$ cat src/rtl/alu_pkg.sv
// Shared ALU definitions: ALUFun codes, ALUFun group field, register-address width.
package alu_pkg;

  localparam int REG_AW = 5;

  localparam logic [5:0] ALU_ADD   = 6'b000000;
  localparam logic [5:0] ALU_SUB   = 6'b000001;
  localparam logic [5:0] ALU_AND   = 6'b011000;
  localparam logic [5:0] ALU_OR    = 6'b011110;
  localparam logic [5:0] ALU_XOR   = 6'b010110;
  localparam logic [5:0] ALU_NOR   = 6'b010001;
  localparam logic [5:0] ALU_PASSA = 6'b011010;
  localparam logic [5:0] ALU_SLL   = 6'b100000;
  localparam logic [5:0] ALU_SRL   = 6'b100001;
  localparam logic [5:0] ALU_SRA   = 6'b100011;
  localparam logic [5:0] ALU_EQ    = 6'b110011;
  localparam logic [5:0] ALU_NEQ   = 6'b110001;
  localparam logic [5:0] ALU_LT    = 6'b110101;
  localparam logic [5:0] ALU_LEZ   = 6'b111101;
  localparam logic [5:0] ALU_LTZ   = 6'b111011;
  localparam logic [5:0] ALU_GTZ   = 6'b111111;

  // The top two ALUFun bits pick the ALU unit.
  localparam int ALUFUN_GRP_HI = 5;
  localparam int ALUFUN_GRP_LO = 4;

  typedef enum logic [1:0] {
    GRP_ARITH = 2'b00,
    GRP_LOGIC = 2'b01,
    GRP_SHIFT = 2'b10,
    GRP_CMP   = 2'b11
  } alu_grp_e;

  function automatic alu_grp_e alufun_grp(input logic [5:0] fun);
    return alu_grp_e'(fun[ALUFUN_GRP_HI:ALUFUN_GRP_LO]);
  endfunction

endpackage

$ cat src/rtl/ex_fwd_mux.sv
// Operand forwarding select: EX/MEM beats MEM/WB; register 0 never forwards.
module ex_fwd_mux
  import alu_pkg::*;
#(
  parameter int AW = REG_AW
) (
  input  logic          en,
  input  logic [AW-1:0] src,
  input  logic [31:0]   reg_data,
  input  logic          exm_wr,
  input  logic [AW-1:0] exm_rd,
  input  logic [31:0]   exm_data,
  input  logic          wb_wr,
  input  logic [AW-1:0] wb_rd,
  input  logic [31:0]   wb_data,
  output logic          hit,
  output logic [31:0]   data
);

  logic exm_hit;
  logic wb_hit;

  assign exm_hit = en && exm_wr && (exm_rd != '0) && (exm_rd == src);
  assign wb_hit  = en && wb_wr  && (wb_rd  != '0) && (wb_rd  == src);
  assign hit     = exm_hit || wb_hit;

  always_comb begin
    data = reg_data;
    if (exm_hit)     data = exm_data;
    else if (wb_hit) data = wb_data;
  end

endmodule

$ cat src/rtl/id_ex_stage.sv
// ID/EX pipeline register feeding the execute ALU, with valid/ready, stall and flush.
// Forwarding and stall-time operand refresh are built only when ID_EX_FORWARD_EN is defined.
module id_ex_stage
  import alu_pkg::*;
#(
  parameter int REG_AW = alu_pkg::REG_AW,
  parameter int PC_W   = 32
) (
  input  logic              clk,
  input  logic              reset,
  input  logic              in_valid,
  output logic              in_ready,
  input  logic              flush,
  input  logic [5:0]        dec_alufun,
  input  logic              dec_sign,
  input  logic [31:0]       dec_rs_data,
  input  logic [31:0]       dec_rt_data,
  input  logic [31:0]       dec_imm,
  input  logic [4:0]        dec_shamt,
  input  logic              dec_alusrc,
  input  logic              dec_shamt_sel,
  input  logic [REG_AW-1:0] dec_rs,
  input  logic [REG_AW-1:0] dec_rt,
  input  logic [REG_AW-1:0] dec_rd,
  input  logic [PC_W-1:0]   dec_pc,
  input  logic              exm_wr,
  input  logic [REG_AW-1:0] exm_rd,
  input  logic [31:0]       exm_data,
  input  logic              wb_wr,
  input  logic [REG_AW-1:0] wb_rd,
  input  logic [31:0]       wb_data,
  output logic              out_valid,
  input  logic              out_ready,
  output logic [31:0]       alu_a,
  output logic [31:0]       alu_b,
  output logic [5:0]        alu_fun,
  output logic              alu_sign,
  output logic [REG_AW-1:0] out_rd,
  output logic [PC_W-1:0]   out_pc
);

  logic              valid_q, valid_d;
  logic [5:0]        fun_q, fun_d;
  logic              sign_q, sign_d;
  logic [31:0]       rs_data_q, rs_data_d;
  logic [31:0]       rt_data_q, rt_data_d;
  logic [31:0]       imm_q, imm_d;
  logic [4:0]        shamt_q, shamt_d;
  logic              alusrc_q, alusrc_d;
  logic              shamt_sel_q, shamt_sel_d;
  logic [REG_AW-1:0] rs_q, rs_d;
  logic [REG_AW-1:0] rt_q, rt_d;
  logic [REG_AW-1:0] rd_q, rd_d;
  logic [PC_W-1:0]   pc_q, pc_d;

  logic [31:0] fwd_rs, fwd_rt;

`ifdef ID_EX_FORWARD_EN
  logic rs_hit, rt_hit;

  ex_fwd_mux #(.AW(REG_AW)) u_fwd_rs (
    .en(!shamt_sel_q), .src(rs_q), .reg_data(rs_data_q),
    .exm_wr(exm_wr), .exm_rd(exm_rd), .exm_data(exm_data),
    .wb_wr(wb_wr), .wb_rd(wb_rd), .wb_data(wb_data),
    .hit(rs_hit), .data(fwd_rs)
  );

  ex_fwd_mux #(.AW(REG_AW)) u_fwd_rt (
    .en(!alusrc_q), .src(rt_q), .reg_data(rt_data_q),
    .exm_wr(exm_wr), .exm_rd(exm_rd), .exm_data(exm_data),
    .wb_wr(wb_wr), .wb_rd(wb_rd), .wb_data(wb_data),
    .hit(rt_hit), .data(fwd_rt)
  );
`else
  // Without forwarding the bypass buses and stored register numbers have no load.
  logic unused_fwd_inputs;
  assign unused_fwd_inputs = ^{exm_wr, exm_rd, exm_data, wb_wr, wb_rd, wb_data, rs_q, rt_q};
  assign fwd_rs = rs_data_q;
  assign fwd_rt = rt_data_q;
`endif

  assign in_ready  = !valid_q || out_ready;
  assign out_valid = valid_q;
  assign alu_a     = shamt_sel_q ? {27'b0, shamt_q} : fwd_rs;
  assign alu_b     = alusrc_q ? imm_q : fwd_rt;
  assign alu_fun   = fun_q;
  assign alu_sign  = sign_q;
  assign out_rd    = rd_q;
  assign out_pc    = pc_q;

  always_comb begin
    valid_d     = valid_q;
    fun_d       = fun_q;
    sign_d      = sign_q;
    rs_data_d   = rs_data_q;
    rt_data_d   = rt_data_q;
    imm_d       = imm_q;
    shamt_d     = shamt_q;
    alusrc_d    = alusrc_q;
    shamt_sel_d = shamt_sel_q;
    rs_d        = rs_q;
    rt_d        = rt_q;
    rd_d        = rd_q;
    pc_d        = pc_q;
    if (flush) begin
      valid_d = 1'b0;
    end else if (in_valid && in_ready) begin
      valid_d     = 1'b1;
      fun_d       = dec_alufun;
      sign_d      = dec_sign;
      rs_data_d   = dec_rs_data;
      rt_data_d   = dec_rt_data;
      imm_d       = dec_imm;
      shamt_d     = dec_shamt;
      alusrc_d    = dec_alusrc;
      shamt_sel_d = dec_shamt_sel;
      rs_d        = dec_rs;
      rt_d        = dec_rt;
      rd_d        = dec_rd;
      pc_d        = dec_pc;
    end else if (valid_q && out_ready) begin
      valid_d = 1'b0;
`ifdef ID_EX_FORWARD_EN
    end else if (valid_q) begin
      // Stalled: latch bypassed values so they survive their producer retiring.
      if (rs_hit) rs_data_d = fwd_rs;
      if (rt_hit) rt_data_d = fwd_rt;
`endif
    end
  end

  always_ff @(posedge clk) begin
    if (reset) begin
      valid_q     <= 1'b0;
      fun_q       <= ALU_ADD;
      sign_q      <= 1'b0;
      rs_data_q   <= '0;
      rt_data_q   <= '0;
      imm_q       <= '0;
      shamt_q     <= '0;
      alusrc_q    <= 1'b0;
      shamt_sel_q <= 1'b0;
      rs_q        <= '0;
      rt_q        <= '0;
      rd_q        <= '0;
      pc_q        <= '0;
    end else begin
      valid_q     <= valid_d;
      fun_q       <= fun_d;
      sign_q      <= sign_d;
      rs_data_q   <= rs_data_d;
      rt_data_q   <= rt_data_d;
      imm_q       <= imm_d;
      shamt_q     <= shamt_d;
      alusrc_q    <= alusrc_d;
      shamt_sel_q <= shamt_sel_d;
      rs_q        <= rs_d;
      rt_q        <= rt_d;
      rd_q        <= rd_d;
      pc_q        <= pc_d;
    end
  end

endmodule

$ cat config.mk
export PLATFORM = sky130hd
export DESIGN_NAME = id_ex_stage
export DESIGN_NICKNAME = d
export VERILOG_FILES = /design/src/rtl/alu_pkg.sv /design/src/rtl/ex_fwd_mux.sv /design/src/rtl/id_ex_stage.sv
export SDC_FILE = /design/constraint.sdc
export NUM_CORES = 1
export LEC_CHECK = 0
export CORE_MARGIN = 2
export CORE_UTILIZATION = 40
export DETAILED_ROUTE_END_ITERATION = 8
export GPL_TIMING_DRIVEN = 0
export PLACE_DENSITY = 0.79
export SLEW_MARGIN = 0
export SYNTH_ARGS = -nofsm -noshare
export SYNTH_HDL_FRONTEND = slang
export SYNTH_HIERARCHICAL = 1
export SYNTH_SLANG_ARGS = --single-unit
$ cat constraint.sdc
create_clock -name clk -period 1.5 [get_ports clk]
set_input_delay 0.225 -clock clk [delete_from_list [all_inputs] [get_ports clk]]
set_output_delay 0.225 -clock clk [all_outputs]
set_load 0.1 [all_outputs]
### Word-level counts from Yosys, hierarchy flattened

Index checks and enable logic that the tools add are counted.

| cells by class | value |
|---|---|
| reductions and logical operators | 7 |
| muxes and demuxes | 4 |
| bitwise operators | 1 |

Operator list:

| cell | count |
|---|---|
| 32-bit two-way mux | 2 |
| 1-bit logical AND | 2 |
| 1-bit two-way mux | 2 |
| 2-bit AND reduction | 1 |
| 2-bit nonzero test | 1 |
| 2-bit OR reduction | 1 |
| 1-bit logical NOT | 1 |
| 1-bit logical OR | 1 |
| 1-bit inverter | 1 |

| storage, ports and cells | value |
|---|---|
| register bits | 148 |
| input bits | 238 |

### Longest topological paths before layout

Gate-level depths: netlist of the first run.

| logic depth | value |
|---|---|
| word-level depth | 4 |
| gate-level depth with buffers | 5 |
| mapped depth without buffers | 3 |

### Worst setup path after synthesis of the first run

Ideal clock, no wire load.

| path | value |
|---|---|
| path type | flip-flop to output port |
| start point | reg shamt_sel_q |
| end point | out alu_a[10] |
| path slack | -625 ps |
| stages on the path, launching flop included | 3 |
| data arrival time | 1900 ps |
| data required time | 1275 ps |
| cells stage by stage | dfxtp_1 clkbuf_1 nor2b_1 |

| between the ends | value |
|---|---|
| word-level cells in the longest chain between the ends | 1 |

RTL lines:

| item | RTL line | text |
|---|---|---|
| start: declaration | id_ex_stage.sv:50 | `logic shamt_sel_q, shamt_sel_d;` |
| start signal: assignment | id_ex_stage.sv:156 | `shamt_sel_q <= shamt_sel_d;` |
| 32-bit two-way mux | id_ex_stage.sv:84 | `assign alu_a = shamt_sel_q ? {27'b0, shamt_q} : fwd_rs;` |
| end: declaration | id_ex_stage.sv:34 | `output logic [31:0] alu_a,` |

No other way between the ends.

### Worst setup path after layout of the first run

| path | value |
|---|---|
| start point | reg alusrc_q |
| end point | out alu_b[0] |

| between the ends | value |
|---|---|
| word-level cells in the longest chain between the ends | 1 |

RTL lines:

| item | RTL line | text |
|---|---|---|
| start: declaration | id_ex_stage.sv:49 | `logic alusrc_q, alusrc_d;` |
| start signal: assignment | id_ex_stage.sv:155 | `alusrc_q <= alusrc_d;` |
| 32-bit two-way mux | id_ex_stage.sv:85 | `assign alu_b = alusrc_q ? imm_q : fwd_rt;` |
| end: declaration | id_ex_stage.sv:35 | `output logic [31:0] alu_b,` |

No other way between the ends.

==> results of run 1 <==
[cells in the final DEF (no fill, tap or decap)]
| master | n |
|---|---|
| clkinv_4 | 3 |
| nor3b_4 | 1 |
| mux2_4 | 7 |
| buf_4 | 12 |
| buf_8 | 6 |
| buf_2 | 47 |
| nor2_1 | 1 |
| clkinv_2 | 2 |
| nor3_1 | 1 |
| mux2i_2 | 1 |
| clkinvlp_4 | 1 |
| dfxtp_1 | 145 |
| dfxtp_4 | 3 |
| nor2b_4 | 28 |
| buf_12 | 49 |
| mux2_2 | 30 |
| buf_6 | 36 |
| mux2i_1 | 146 |
| inv_6 | 1 |
| nand2b_1 | 294 |
| clkdlybuf4s50_1 | 150 |
| diode_2 | 1 |
| clkbuf_16 | 32 |
| clkbuf_1 | 32 |
| bufinv_16 | 7 |
[cell families (layout without fill, tap and decap cells)]
family                 after synthesis  after routing
buffers and inverters               57            378
DFF                                148            148
and+or+nand+nor                    325            325
other                                0              1
muxes                              184            184
[where the power goes]
| group | total [mW] | internal, mW | switching (mW) |
|---|---|---|---|
| clock network | 5.02 | 3.29 | 1.73 |
| logic | 3.18 | 1.34 | 1.84 |
| registers | 4.25 | 4.14 | 0.113 |
[cell usage after synthesis (all sizes together)]
library cell	n	area share, %
nand2b	294	25
dfxtp	148	41
mux2i	147	20
mux2	37	5.8
clkbuf	35	1.8
nor2b	28	2.5
buf	21	2.8
inv	1	0.052
nor2	1	0.052
nor3	1	0.069
nor3b	1	0.26
[repair_timing]
action / CTS / global route
hold endpoints to repair: 0 / 0
endpoints found under the setup margin: 110 / 132
pin swaps: 0 / 1
buffers inserted: 2 / 15
gates cloned: 1 / 13
gates resized for setup: 783 / 67
[stage by stage]
step,instance area (um2),cells,util (%)
global route,11900,1264,66.8
detailed placement,10200,1203,57.2
finish,11900,1265,66.8
global placement,10200,1203,57.2
CTS,11200,1236,62.9
floorplan,7310,714,-
[state kept, by name, summed over array words and instances, names as in the netlist]
name	count
alu_fun	6
alu_sign	1
alusrc_q	1
fwd_rs	32
fwd_rt	32
imm_q	32
out_pc	32
out_rd	5
out_valid	1
shamt_q	5
shamt_sel_q	1
[cell type report]
type | count | area share, %
antenna | 1 | 0.0210
buffer | 55 | 4.36
clock buffer | 18 | 3.60
clock inverter | 13 | 2.14
inverter | 1 | 0.0630
multi-input combinational | 509 | 35.0
sequential | 148 | 25.0
tap | 229 | 2.40
timing repair buffer | 291 | 27.5
[tightest hold or removal path: stages]
cell             delay (ns)
clkdlybuf4s50_1        0.39
nand2b_1               0.06
mux2i_1                0.06
[per-layer routing]
| metal | global-route usage [%] | vias to the layer above | part of all wire (%) |
|---|---|---|---|
| met2 | 35.7 | 182 | 50 |
| met3 | 4.75 | 33 | 4.9 |
| li1 | - | 2928 | - |
| met4 | 7.20 | 0 | 2.4 |
| met1 | 25.5 | 2778 | 43 |
| met5 | 0 | - | 0 |
[worst max path at each step]
stage / end / depth (start not counted) / startpoint / slack (ns)
4_1_cts: alu_b[0] / 3 / alusrc_q$_SDFFE_PP0P_ / -0.32
5_1_grt: alu_b[6] / 3 / alusrc_q$_SDFFE_PP0P_ / -0.32
2_1_floorplan: alu_a[11] / 2 / shamt_sel_q$_SDFFE_PP0P_ / -0.19
3_3_place_gp: alu_a[3] / 3 / shamt_sel_q$_SDFFE_PP0P_ / -1.27
3_5_place_dp: alu_a[3] / 3 / shamt_sel_q$_SDFFE_PP0P_ / -1.26
6_report: alu_b[0] / 3 / alusrc_q$_SDFFE_PP0P_ / -0.30
==> results.tsv, run 1 <==
stage	metric	value	unit
finish	multi_input_area	4170	um2
setup_path	worst-setup-path-type	flip-flop to output port	
clock_tree	cts_buffers	17	
power	ir_worst_vdd	775	uV
floorplanning	io_pins	348	
synthesis	synthesis.area	7230	um2
clock_tree	cts.sinks	148	
timing	fin_crit_sh	120	%
setup_path	crit_required	1.27	ns
routing	wl	21.5	mm
synthesis	syn_nets	952	
timing	grt_setup_unrepaired	yes	
clock_tree	clock_path_buffers	2	
routing	viasPerCell	4.68	
synthesis	seq_area_frac_synth	41.0	%
grt	grt_first_pass_wirelength	31.8	mm
clock_tree	cts_tree	yes	
setup_path	cp_cell_sequence	buf_8 > mux2_2 > buf_6	
clock_tree	cts_hold_buf	0	
grt	grt_max_degree	17	
floorplanning	die_area	19200	um2
timing	min_period	1.80	ns
setup_path	timing.critical_path.slowest_cell_delay	0.42	ns
run_status	violations	setup timing	
setup_path	cp_top_family	flip-flops	
job	maxCapViolations	0	
timing	skew	0.00679	ns
hold_path	hold_path_end	out_pc[20]$_SDFFE_PP0P_	
synthesis	ys_seq_elements	148	
finish	drive_above_1_share	25.7	%
routing	post_drt_wl_per_cell	17.0	um
run_status	status	complete, but fails checks	
routing	drt-initial-drc-count	177	
timing	slew_headroom	63.1	%
hold_path	min-delay-start	dec_pc[20]	
floorplanning	rows	49	
finish	area_delta_synth_final	64.9	%
power	cellPowerDensity	1040	nW/um2
finish	regArea	2970	um2
setup_path	r2r_start	out_valid$_SDFFE_PP0P_	
synthesis	yosys.area_share.adder	0	%
setup_path	slowest_stage	dfxtp_4	
routing	postRouteAntennaNets	0	
timing	setup-violations-final	71	
hold_path	hold_depth	3	
power	totalPowerFinal	12.4	mW
synthesis	synth_compound_area_share	0	%
clock_tree	clkLatencyLatePin	0.42	ns
clock_tree	htree_levels	4	
hold_path	min_path_type	input pin to flip-flop	
routing	dr.pass1.iters	4	
finish	fillers	1374	
finish	nNetsFinal	1261	
placed_design	io_buffer_count	260	
grt	grt_pass1_vias	5988	
setup_path	r2r-end	out_pc[4]$_SDFFE_PP0P_	
setup_path	reg2reg_depth	6	
synthesis	synth.mux.area_fraction	26.1	%
grt	grt-ovfl-total	0	
placed_design	hpwlAfterDp	14.2	mm
synthesis	yosys_warnings	6	
timing	tns	-12.99	ns
timing	hold_violations	0	
placed_design	place_congestion	0.775	
grt	grt_usage	20.7	%
clock_tree	path_clk_slew	0.06	ns
timing	drv_slew	0	
clock_tree	cts-root-buf	clkbuf_16	
routing	drc	0	
grt	antenna_found_initial	1	
synthesis	synth_top_family_by_area	simple AND/OR/NAND/NOR gates	
placed_design	place_ws	-1.26	ns
setup_path	r2r_slack	-0.02	ns
power	p_leak	4.76	nW
routing	num_vias	5921	
synthesis	yosys.area_share.xor_xnor	0	%
setup_path	crit_buf_inv	2	
timing	tightestPinTransition	0.553	ns
floorplanning	core_area	17800	um2
setup_path	crit_arrival	1.57	ns
setup_path	end_kind	output port	
timing	clock.fmax	557	MHz
synthesis	synthCells	714	
synthesis	synth-simple-area-share	28.3	%
setup_path	worstPathMaxFanout	10	
floorplanning	start_util	40.5	%
synthesis	avgSynthCellArea	10.1	um2
setup_path	cp-start-kind	flip-flop	
timing	fin_ws	-0.297	ns
timing	hold_ws	0.362	ns
floorplanning	die_y	138	um
floorplanning	die_w	138	um
synthesis	synth_cell_type_count	13	
Power figures use the tool's default switching activity.
==> inputs of run 2 (changes only) <==
- CORE_MARGIN: 2 -> 4
==> results.tsv, run 2 (synthesis results as in run 1) <==
stage	metric	value	unit
finish	mostFrequentLayoutCells	294 x nand2b_1, 150 x clkdlybuf4s50_1, 147 x mux2i_1, 145 x dfxtp_1, 47 x buf_2	
finish	nNetsFinal	1245	
setup_path	r2r_slack	-0.01	ns
grt	grt_pass1_vias	5995	
setup_path	timing.critical_path.slowest_cell_delay	0.40	ns
timing	setup-violations-final	65	
clock_tree	cts.sinks	148	
grt	grt-ovfl-total	0	
timing	tns	-12.05	ns
finish	area_delta_synth_final	58.5	%
setup_path	crit_buf_inv	2	
setup_path	cp_cell_sequence	buf_8 > mux2_2 > buf_6	
placed_design	io_buffer_count	260	
grt	grt_usage	20.0	%
floorplanning	core_area	17500	um2
finish	fin_util	65.6	%
floorplanning	die_area	20300	um2
timing	clock.fmax	568	MHz
setup_path	reg2reg_depth	6	
setup_path	r2r-end	fwd_rs[14]$_SDFFE_PP0P_	
routing	post_drt_wl_per_cell	17.0	um
floorplanning	rows	48	
setup_path	slowest_stage	dfxtp_4	
timing	tightestPinTransition	0.596	ns
timing	drv_slew	0	
timing	min_period	1.76	ns
timing	hold_ws	0.372	ns
power	totalPowerFinal	11.7	mW
grt	grt_first_pass_wirelength	32.3	mm
floorplanning	io_pins	348	
routing	postRouteAntennaNets	0	
timing	fin_ws	-0.260	ns
grt	grt_max_degree	17	
clock_tree	clock_path_buffers	2	
setup_path	worst-setup-path-type	flip-flop to output port	
hold_path	min_path_type	input pin to flip-flop	
finish	final_common_cell	nand2b_1	
routing	drt-initial-drc-count	211	
run_status	status	complete, but fails checks	
placed_design	dp.cells	1199	
timing	skew	0.00430	ns
routing	drc	0	
setup_path	endpoint	alu_b[0]	
finish	final_cell_area	11500	um2
clock_tree	cts_tree	yes	
routing	wl	21.1	mm
finish	diodes	0	
timing	grt_setup_unrepaired	yes	
setup_path	crit_path_start	alusrc_q$_SDFFE_PP0P_	
run_status	violations	setup timing	
finish	finalNonFillerCells	1244	
timing	hold_violations	0	
setup_path	path_depth	3	
power	ir_worst_vdd	784	uV
timing	fin_crit_sh	117	%
clock_tree	cts_hold_buf	0	
clock_tree	clkLatencyLatePin	0.42	ns
setup_path	cp-start-kind	flip-flop	
placed_design	place_ws	-1.35	ns
clock_tree	path_clk_slew	0.06	ns
setup_path	cp_top_family	flip-flops	
clock_tree	cts-root-buf	clkbuf_16	
power	p_leak	4.56	nW
placed_design	place_congestion	0.777	
finish	fillers	1414	
routing	num_vias	5789	
job	maxCapViolations	0	
clock_tree	cts_buffers	17	
setup_path	crit_required	1.27	ns
floorplanning	start_util	41.4	%
placed_design	postPlaceCellArea	10200	um2
setup_path	crit_arrival	1.54	ns
setup_path	r2r_start	out_valid$_SDFFE_PP0P_	
power	cellPowerDensity	1020	nW/um2
finish	drive_above_1_share	24.3	%
timing	slew_headroom	60.3	%
setup_path	worstPathMaxFanout	10	
setup_path	end_kind	output port	
grt	antenna_found_initial	0	
placed_design	hpwlAfterDp	15.0	mm
floorplanning	die_y	142	um
routing	dr.pass1.iters	4	
clock_tree	htree_levels	4	
routing	viasPerCell	4.65	
floorplanning	die_w	142	um
==> run 2: worst register-to-register path, delay by kind of cell (launching register included) <==
family / cells / cell delay, ns
muxes: 1 / 0.24
buffers and inverters: 3 / 0.50
and+or+nand+nor: 2 / 0.36
DFF: 1 / 0.34
==> run 2: layer usage <==
layer	wire, um	vias to the layer above	track usage (%)
li1	-	2897	-
met4	528	0	7.55
met1	9070	2702	25.4
met3	1170	34	4.87
met2	10300	156	33.0
met5	0	-	0
==> run 2: report_power, final <==
group / switching, mW / leakage [nW] / internal [mW]
clock: 1.66 / 0.293 / 2.72
sequential: 0.110 / 1.21 / 4.14
combinational: 1.81 / 3.05 / 1.24
total: 3.57 / 4.56 / 8.09
==> run 2: worst min path at each step <==
stage	slack (ns)	depth (start not counted)	end	start
final	0.37	3	fwd_rt[8]$_SDFFE_PP0P_	dec_rt_data[8]
after global routing	0.37	3	out_pc[26]$_SDFFE_PP0P_	dec_pc[26]
after CTS	0.36	3	out_pc[26]$_SDFFE_PP0P_	dec_pc[26]
after detailed placement	0.46	2	fwd_rs[22]$_SDFFE_PP0P_	fwd_rs[22]$_SDFFE_PP0P_
after global placement	0.45	2	fwd_rs[7]$_SDFFE_PP0P_	fwd_rs[7]$_SDFFE_PP0P_
after floorplan	0.29	1	out_valid$_SDFFE_PP0P_	flush
==> run 2: cell type report <==
cell class	instances	area, um2	share of cell area, %
multi-input combinational	509	4170	36.4
timing repair buffer	275	2970	25.9
buffer	55	459	4.01
sequential	148	2970	25.9
clock buffer	24	513	4.48
inverter	1	7.51	0.0655
clock inverter	7	93.8	0.819
tap	225	282	2.46
==> run 2: timing repair <==
action                     CTS  global route
gates resized for setup    800            27
pin swaps                    0             1
buffers inserted             4             7
setup endpoints to repair  110            75
cloned                       3             1
==> inputs of run 3 (changes only) <==
- CAP_MARGIN: default -> 40
==> results.tsv, run 3 (synthesis results as in run 1) <==
stage	metric	value	unit
run_status	status	complete, but fails checks	
run_status	violations	setup timing	
power	p_leak	5.21	nW
setup_path	slowest_stage	dfxtp_4	
timing	tightestPinTransition	0.533	ns
clock_tree	cts_buffers	17	
finish	mostFrequentLayoutCells	294 x nand2b_1, 150 x clkdlybuf4s50_1, 145 x dfxtp_1, 140 x mux2i_1, 87 x buf_12	
grt	grt_util_met2	43.6	%
grt	grt_usage	24.2	%
timing	grt_setup_unrepaired	yes	
floorplanning	die_area	20300	um2
placed_design	place_congestion	0.777	
finish	fillers	1024	
clock_tree	cts-root-buf	clkbuf_16	
clock_tree	cts_hold_buf	0	
setup_path	worstPathMaxFanout	5	
timing	hold_violations	0	
grt	antenna_found_initial	1	
routing	wl	26.0	mm
grt	grt-ovfl-total	0	
routing	postRouteAntennaNets	0	
finish	final_cell_area	13400	um2
grt	grt_max_degree	17	
timing	hold_ws	0.369	ns
clock_tree	path_clk_slew	0.06	ns
grt	grt_pass1_vias	6840	
timing	min_period	1.89	ns
clock_tree	clock_path_buffers	2	
clock_tree	cts_tree	yes	
setup_path	timing.critical_path.slowest_cell_delay	0.37	ns
timing	fin_ws	-0.392	ns
routing	drt-initial-drc-count	242	
setup_path	cp_top_family	buffers and inverters	
power	cellPowerDensity	940	nW/um2
routing	num_vias	6205	
setup_path	cp_cell_sequence	buf_6 > buf_8 > buf_6 > mux2_4 > buf_16	
clock_tree	clkLatencyLatePin	0.42	ns
timing	fin_crit_sh	126	%
placed_design	io_buffer_count	260	
finish	fin_util	76.9	%
setup_path	crit_arrival	1.67	ns
setup_path	end_kind	output port	
grt	grt-busiest-layer	met2	
timing	slew_headroom	64.5	%
floorplanning	die_w	142	um
timing	tns	-14.33	ns
routing	post_drt_wl_per_cell	20.4	um
grt	grt_first_pass_wirelength	37.9	mm
clock_tree	cts.sinks	148	
finish	final_common_cell	nand2b_1	
routing	drc	0	
placed_design	postPlaceCellArea	12400	um2
setup_path	cp_common_cell	buf_6	
hold_path	min_path_type	input pin to flip-flop	
setup_path	crit_buf_inv	4	
clock_tree	htree_levels	4	
floorplanning	die_y	142	um
power	ir_worst_vdd	863	uV
job	maxCapViolations	0	
finish	area_delta_synth_final	85.8	%
routing	viasPerCell	4.88	
floorplanning	io_pins	348	
grt	grt_util_met3	5.95	%
timing	clock.fmax	528	MHz
floorplanning	core_area	17500	um2
timing	skew	0.0101	ns
placed_design	dp.cells	1309	
timing	setup-violations-final	83	
finish	drive_above_1_share	26.9	%
floorplanning	rows	48	
routing	dr.pass1.iters	4	
setup_path	cp-start-kind	flip-flop	
setup_path	worst-setup-path-type	flip-flop to output port	
placed_design	hpwlAfterDp	18.1	mm
grt	use_met1	27.4	%
setup_path	crit_required	1.27	ns
finish	finalNonFillerCells	1271	
floorplanning	start_util	41.4	%
timing	drv_slew	0	
finish	nNetsFinal	1271	
## run 3: cell count changes in the layout (fill, tap and decap cells not counted), sizes merged
cell,before,now
buf,141,152
clkbuf,63,72
bufinv,2,4
inv,0,2
clkinv,3,4
diode,0,1
dlygate4sd2,0,1
## run 3: final cells by class
class	count	area, um2	area share, %
inverter	1	7.51	0.0559
timing repair buffer	302	4710	35.0
tap	225	282	2.10
sequential	148	2970	22.1
clock inverter	12	176	1.31
antenna	1	2.50	0.0186
buffer	54	539	4.01
multi-input combinational	509	4290	32.0
clock buffer	19	454	3.38
## run 3: per-layer routing
| layer | part of all wire, % | up-vias |
|---|---|---|
| li1 | - | 2967 |
| met1 | 39 | 2991 |
| met2 | 53 | 200 |
| met3 | 4.4 | 47 |
| met4 | 3.1 | 0 |
| met5 | 0 | - |
## run 3: timing repair
item,4_1_cts,5_1_grt
resized for setup,180,42
setup buffers,18,11
pin swaps,1,1
setup endpoints to repair,112,186
hold endpoints to repair,0,0
gates cloned,5,10
## run 3: worst paths after layout
kind	from	endpoint	slack [ns]	depth (start not counted)
min reg2reg	fwd_rs[2]$_SDFFE_PP0P_	fwd_rs[2]$_SDFFE_PP0P_	0.47	2
max reg2reg	out_valid$_SDFFE_PP0P_	fwd_rt[23]$_SDFFE_PP0P_	-0.06	7
max	alusrc_q$_SDFFE_PP0P_	alu_b[18]	-0.39	5
min	dec_rt_data[10]	fwd_rt[10]$_SDFFE_PP0P_	0.37	3
## run 3: worst reg2reg max path, delay by kind of cell, from the launching register on
family                 cells  cell delay [ns]
AND/OR/NAND/NOR            2             0.37
buffers and inverters      4             0.60
flip-flops                 1             0.34
multiplexers               1             0.17
## run 3: power by group
part	total, mW	internal [mW]	switching, mW
sequential	4.31	4.14	0.174
clock	4.60	2.88	1.72
combinational	3.72	1.78	1.94
total	12.6	8.80	3.83
## run 3: stage by stage
step	setup WS (ns)	power (mW)
after floorplan	-0.192	6.22
after global placement	-1.36	7.11
after global routing	-0.434	13.0
after detailed placement	-1.02	7.87
after CTS	-0.406	12.5
final	-0.392	12.6
